[src/rtl/pc_pkg.sv]
// Shared definitions for the program counter: operation encoding and the
// priority decoder that picks exactly one operation per cycle.
package pc_pkg;

    typedef enum logic [2:0] {
        OP_HOLD = 3'd0,
        OP_INC  = 3'd1,
        OP_BR   = 3'd2,
        OP_RET  = 3'd3,
        OP_CALL = 3'd4,
        OP_LOAD = 3'd5,
        OP_RST  = 3'd6
    } op_e;

    // rst > lp > call > ret > br > cp > hold; lower requests are dropped
    function automatic op_e decode_op(
        input logic rst,
        input logic lp,
        input logic call,
        input logic ret,
        input logic br,
        input logic cp
    );
        op_e op;
        if (rst) begin
            op = OP_RST;
        end else if (lp) begin
            op = OP_LOAD;
        end else if (call) begin
            op = OP_CALL;
        end else if (ret) begin
            op = OP_RET;
        end else if (br) begin
            op = OP_BR;
        end else if (cp) begin
            op = OP_INC;
        end else begin
            op = OP_HOLD;
        end
        return op;
    endfunction

endpackage

[src/rtl/pc_return_stack.sv]
// DEPTH-entry LIFO of return addresses. Push on full and pop on empty are
// ignored here; the caller is responsible for flagging them.
module pc_return_stack #(
    parameter int WIDTH = 4,
    parameter int DEPTH = 4
) (
    input  logic             clk,
    input  logic             rst,
    input  logic             push,
    input  logic             pop,
    input  logic [WIDTH-1:0] push_data,
    output logic [WIDTH-1:0] top,
    output logic             full,
    output logic             empty
);

    localparam int SPW = $clog2(DEPTH + 1);
    // Storage is sized to the full sp range so sp can index it directly
    localparam int SLOTS = 1 << SPW;

    logic [WIDTH-1:0] entries_q [0:SLOTS-1];
    logic [SPW-1:0]   sp_q;
    logic [SPW-1:0]   sp_d;
    logic [SPW-1:0]   top_idx_s;

    assign full      = (sp_q == SPW'(DEPTH));
    assign empty     = (sp_q == {SPW{1'b0}});
    assign top_idx_s = sp_q - {{(SPW-1){1'b0}}, 1'b1};
    assign top       = entries_q[top_idx_s];

    // Next stack pointer
    always_comb begin
        sp_d = sp_q;
        if (push && !full) begin
            sp_d = sp_q + {{(SPW-1){1'b0}}, 1'b1};
        end else if (pop && !empty) begin
            sp_d = top_idx_s;
        end else begin
            sp_d = sp_q;
        end
    end

    // Stack pointer register
    always_ff @(posedge clk) begin
        if (rst) begin
            sp_q <= {SPW{1'b0}};
        end else begin
            sp_q <= sp_d;
        end
    end

    // Entry storage; contents after reset are don't-care
    always_ff @(posedge clk) begin
        if (!rst && push && !full) begin
            entries_q[sp_q] <= push_data;
        end
    end

endmodule

[src/rtl/program_counter_stack.sv]
// WIDTH-bit program counter with load, increment, relative branch and
// call/return through a hardware return stack; legacy registered bus drive.
module program_counter_stack
    import pc_pkg::*;
#(
    parameter int               WIDTH       = 4,
    parameter int               DEPTH       = 4,
    parameter logic [WIDTH-1:0] RESET_VALUE = {WIDTH{1'b0}}
) (
    input  logic             clk,
    input  logic             rst,
    input  logic             lp,
    input  logic             cp,
    input  logic             ep,
    input  logic             br,
    input  logic             call,
    input  logic             ret,
    input  logic [WIDTH-1:0] data_in,
    output logic [WIDTH-1:0] pc_q,
    output logic [WIDTH-1:0] bus_out,
    output logic             bus_oe,
    output logic             wrap,
    output logic             stack_full,
    output logic             stack_empty,
    output logic             stack_err
);

    op_e              op_s;
    logic [WIDTH-1:0] pc_d;
    logic             wrap_q;
    logic             wrap_d;
    logic             err_q;
    logic             err_d;
    logic             bus_oe_q;
    logic             push_s;
    logic             pop_s;
    logic [WIDTH-1:0] top_s;
    logic [WIDTH-1:0] ret_addr_s;
    logic             full_s;
    logic             empty_s;
    logic [WIDTH:0]   inc_sum_s;
    logic [WIDTH:0]   br_sum_s;

    assign op_s = decode_op(rst, lp, call, ret, br, cp);

    // Carry out of the raw add: for a negative offset, no carry means a borrow
    assign inc_sum_s  = {1'b0, pc_q} + {{WIDTH{1'b0}}, 1'b1};
    assign br_sum_s   = {1'b0, pc_q} + {1'b0, data_in};
    assign ret_addr_s = inc_sum_s[WIDTH-1:0];

    pc_return_stack #(
        .WIDTH(WIDTH),
        .DEPTH(DEPTH)
    ) u_stack (
        .clk       (clk),
        .rst       (rst),
        .push      (push_s),
        .pop       (pop_s),
        .push_data (ret_addr_s),
        .top       (top_s),
        .full      (full_s),
        .empty     (empty_s)
    );

    // Next-state for counter, wrap pulse, sticky error and stack control
    always_comb begin
        pc_d   = pc_q;
        wrap_d = 1'b0;
        err_d  = err_q;
        push_s = 1'b0;
        pop_s  = 1'b0;
        case (op_s)
            OP_RST: begin
                pc_d  = RESET_VALUE;
                err_d = 1'b0;
            end
            OP_LOAD: begin
                pc_d = data_in;
            end
            OP_CALL: begin
                if (!full_s) begin
                    push_s = 1'b1;
                    pc_d   = data_in;
                end else begin
                    err_d = 1'b1;
                end
            end
            OP_RET: begin
                if (!empty_s) begin
                    pop_s = 1'b1;
                    pc_d  = top_s;
                end else begin
                    err_d = 1'b1;
                end
            end
            OP_BR: begin
                pc_d   = br_sum_s[WIDTH-1:0];
                wrap_d = data_in[WIDTH-1] ? ~br_sum_s[WIDTH] : br_sum_s[WIDTH];
            end
            OP_INC: begin
                pc_d   = inc_sum_s[WIDTH-1:0];
                wrap_d = inc_sum_s[WIDTH];
            end
            default: begin
                pc_d = pc_q;
            end
        endcase
    end

    // Counter, status and bus-enable registers
    always_ff @(posedge clk) begin
        if (rst) begin
            pc_q     <= RESET_VALUE;
            wrap_q   <= 1'b0;
            err_q    <= 1'b0;
            bus_oe_q <= 1'b0;
        end else begin
            pc_q     <= pc_d;
            wrap_q   <= wrap_d;
            err_q    <= err_d;
            bus_oe_q <= ep;
        end
    end

    assign wrap        = wrap_q;
    assign stack_err   = err_q;
    assign bus_oe      = bus_oe_q;
    assign bus_out     = bus_oe_q ? pc_q : {WIDTH{1'b0}};
    assign stack_full  = full_s;
    assign stack_empty = empty_s;

endmodule

[config.mk]
export PLATFORM = sky130hd
export DESIGN_NAME = program_counter_stack
export DESIGN_NICKNAME = d
export VERILOG_FILES = /design/src/rtl/pc_pkg.sv /design/src/rtl/pc_return_stack.sv /design/src/rtl/program_counter_stack.sv
export SDC_FILE = /design/constraint.sdc
export NUM_CORES = 1
export LEC_CHECK = 0
export BUFFER_PORTS_ARGS = -buffer_cell sky130_fd_sc_hd__buf_2
export CORE_ASPECT_RATIO = 1.5
export CORE_UTILIZATION = 52
export DETAILED_ROUTE_END_ITERATION = 6
export PLACE_DENSITY = 0.75
export SLEW_MARGIN = 20
export SYNTH_ARGS = -nofsm -noshare
export SYNTH_HDL_FRONTEND = slang
export SYNTH_HIERARCHICAL = 1
export SYNTH_SLANG_ARGS = --single-unit
[constraint.sdc]
create_clock -name clk -period 3 [get_ports clk]
set_input_delay 0.6 -clock clk [delete_from_list [all_inputs] [get_ports clk]]
set_output_delay 0.6 -clock clk [all_outputs]
set_load 0.03 [all_outputs]
==> results.json <==
{
  "r2r_end": "u_stack/entries_q[7][3]",
  "crit_required_ps": 2920,
  "clk_latency_ps": 300,
  "synth_edf_count": 32,
  "cp_max_fo": 8,
  "critPathBufInv": 2,
  "num_rows": 28,
  "ys_seq_area_frac": 0.529,
  "power_leakage_nw": 0.907,
  "post-route-period-util": 0.932,
  "netlist_area_sq_um": 2190,
  "status": "completed",
  "hold_viol": 0,
  "whs_endpoint": "stack_err",
  "yosys.cell_count.top_type": "edfxtp_1",
  "synthTopCellsByCount": "edfxtp_1, nor2_1, a21oi_1, dfxtp_1, inv_1",
  "worst_clock_skew_ps": 13.6,
  "routedWlPerCell_microns": 18.5,
  "cpMaxStageDelayCell": "nor3_1",
  "cts_buffers": 5,
  "num_vias": 1535,
  "fp.dieW_microns": 55.0,
  "port_buffers": 24,
  "hpwl_mm": 3.46,
  "gp_congestion": 0.869,
  "stdcell_count": 247,
  "synth.largest_area_cell": "edfxtp_1",
  "netlist.area_leader.share": 0.438,
  "cts-resized-gates": 0,
  "synth.distinct_cells": 45,
  "crit_top_cell": "inv_1",
  "fmax_ghz": 0.358,
  "ctsRootBufferMaster": "clkbuf_8",
  "avgViaCountPerCell": 6.21,
  "crit_path_start_kind": "flop",
  "relSlewSlack": 0.490,
  "power_density_nw_per_um2": 470,
  "fp.dieArea_sq_um": 4490,
  "diodes": 0,
  "yosysWarnings": 6,
  "place_inst": 239,
  "fp.dieH_microns": 81.6,
  "grt_pass1_wl_mm": 7.37,
  "syn_inst": 173,
  "ant_nets": 0,
  "fin_util": 0.612,
  "drt_iter0_markers": 39,
  "post-route-min-period_ps": 2800,
  "htree_levels": 2,
  "track_usage": 0.239,
  "cts.sinks": 42,
  "slowest_delay_ps": 520,
  "fin_ws_ps": 205,
  "drv_cap": 0,
  "reg2reg_depth": 7,
  "tns_ps": 0,
  "antenna_found_initial": 0,
  "nets": 222,
  "grt_pass1_vias": 1484,
  "start_util": 0.549,
  "drt_wl_total_mm": 4.57,
  "crit_arrival_ps": 2720,
  "boundaryPins": 25,
  "drt_first_pass_iters": 4,
  "regToRegStartpoint": "u_stack/sp_q[1]",
  "area.sequential_sq_um": 1160,
  "synth_ff_type": "edfxtp_1",
  "pre_cts_slack_ps": 253,
  "hold_depth": 2,
  "clk_pin_slew_ps": 90,
  "r2r_slack_ps": 200,
  "path_delay_family": "simple AND/OR/NAND/NOR gates",
  "cts_hold_buf": 0,
  "critPathLaunch": "u_stack/sp_q[1]",
  "multiInputGateArea_sq_um": 965,
  "cts_tree": "built",
  "peakVddDrop_v": 0.000351,
  "core_sq_um": 3990,
  "drc": 0,
  "cp_cell_sequence": "inv_1, ha_1, and2_1, nor4b_4, inv_1, or3_1, nor3_1",
  "rsz0062_at_grt": "false",
  "slew_violations": 0,
  "clk_path_buf_depth": 2,
  "async_flop_share": 0,
  "layout-drive-gt1-share": 0.233,
  "overflow": 0,
  "netlist_top_cells_area": "edfxtp_1, dfxtp_1, mux4_1",
  "endpoint_kind": "flop",
  "area_growth_pct": 11.3,
  "tightest_slew_ps": 763,
  "ys_ff_latch": 42,
  "finalInstanceArea_sq_um": 2440,
  "avgSynthCellArea_sq_um": 12.7,
  "n_fill_cell": 327,
  "placed_area_sq_um": 2360,
  "crit_type": "flop to flop",
  "cts_setup_buffers": 0,
  "setup-violations-final": 0,
  "synth_nets": 194,
  "hold_start": "stack_err",
  "holdCritPathClass": "flop to flop",
  "grt_max_degree": 19
}
[where the power goes]
group	switching (mW)	internal (mW)
Sequential	0.0133	0.646
Combinational	0.0918	0.0521
Clock	0.187	0.159
Total	0.292	0.857
[layout make-up]
| cell class | instances | area share |
|---|---|---|
| multi-input combinational | 116 | 0.395 |
| inverter | 9 | 0.0138 |
| tap | 45 | 0.0230 |
| timing repair buffer | 27 | 0.0584 |
| clock buffer | 5 | 0.0282 |
| sequential | 42 | 0.475 |
| clock inverter | 3 | 0.00666 |
[layer usage]
metal | share of wire | global-route usage | vias to the layer above
li1 | - | - | 711
met1 | 0.37 | 0.279 | 757
met2 | 0.55 | 0.412 | 51
met3 | 0.036 | 0.0259 | 16
met4 | 0.040 | 0.133 | 0
met5 | 0 | 0 | -
[stage by stage]
step	hold slack, ps	total power, mW
after CTS	494	1.15
after global routing	530	1.18
after floorplan	603	0.763
after detailed placement	476	0.815
final	490	1.15
after global placement	454	0.808
[worst reg2reg max path: cells and delay by family, from the launching register on]
kind	cells	cell delay, ps
and+or+nand+nor	4	1550
buffers and inverters	2	260
DFF	1	420
adders and majority gates	1	200
[state kept, by name, summed over array words and instances (netlist names)]
signal             cells
u_stack/entries_q     32
pc_q                   4
u_stack/sp_q           3
bus_oe                 1
stack_err              1
wrap                   1
[logic make-up after synthesis]
logic type	Yosys count	share of synthesized area
AOI/OAI and AO/OA	29	0.0855
DFF	42	0.529
buffers and inverters	15	0.0382
and+or+nand+nor	58	0.147
xor gates and xnor gates	6	0.0239
muxes	14	0.121
adders and majority gates	9	0.0547
[worst max path at each step]
stage,end,depth (start not counted)
after floorplan,u_stack/entries_q[7][0],10
after global placement,u_stack/entries_q[7][2],7
after detailed placement,u_stack/entries_q[7][1],7
after CTS,u_stack/entries_q[7][3],7
after global routing,u_stack/entries_q[2][3],7
final,u_stack/entries_q[7][3],7
[placed cells by master (no fill, tap or decap), drive strengths merged, types with 2 or more instances in the layout]
master,instances
buf,27
nor3,7
a21o,2
nand3,4
a211oi,2
and2,5
xor2,3
edfxtp,32
nand3b,2
mux4,8
nor3b,2
clkbuf,5
nor2,17
mux2,6
a21oi,11
inv,9
nor2b,4
clkinv,2
dfxtp,10
nand2,7
xnor2,3
or3,4
ha,8
nor4b,2
o21ai,6
Note: power is estimated with default switching activity, not from simulation.
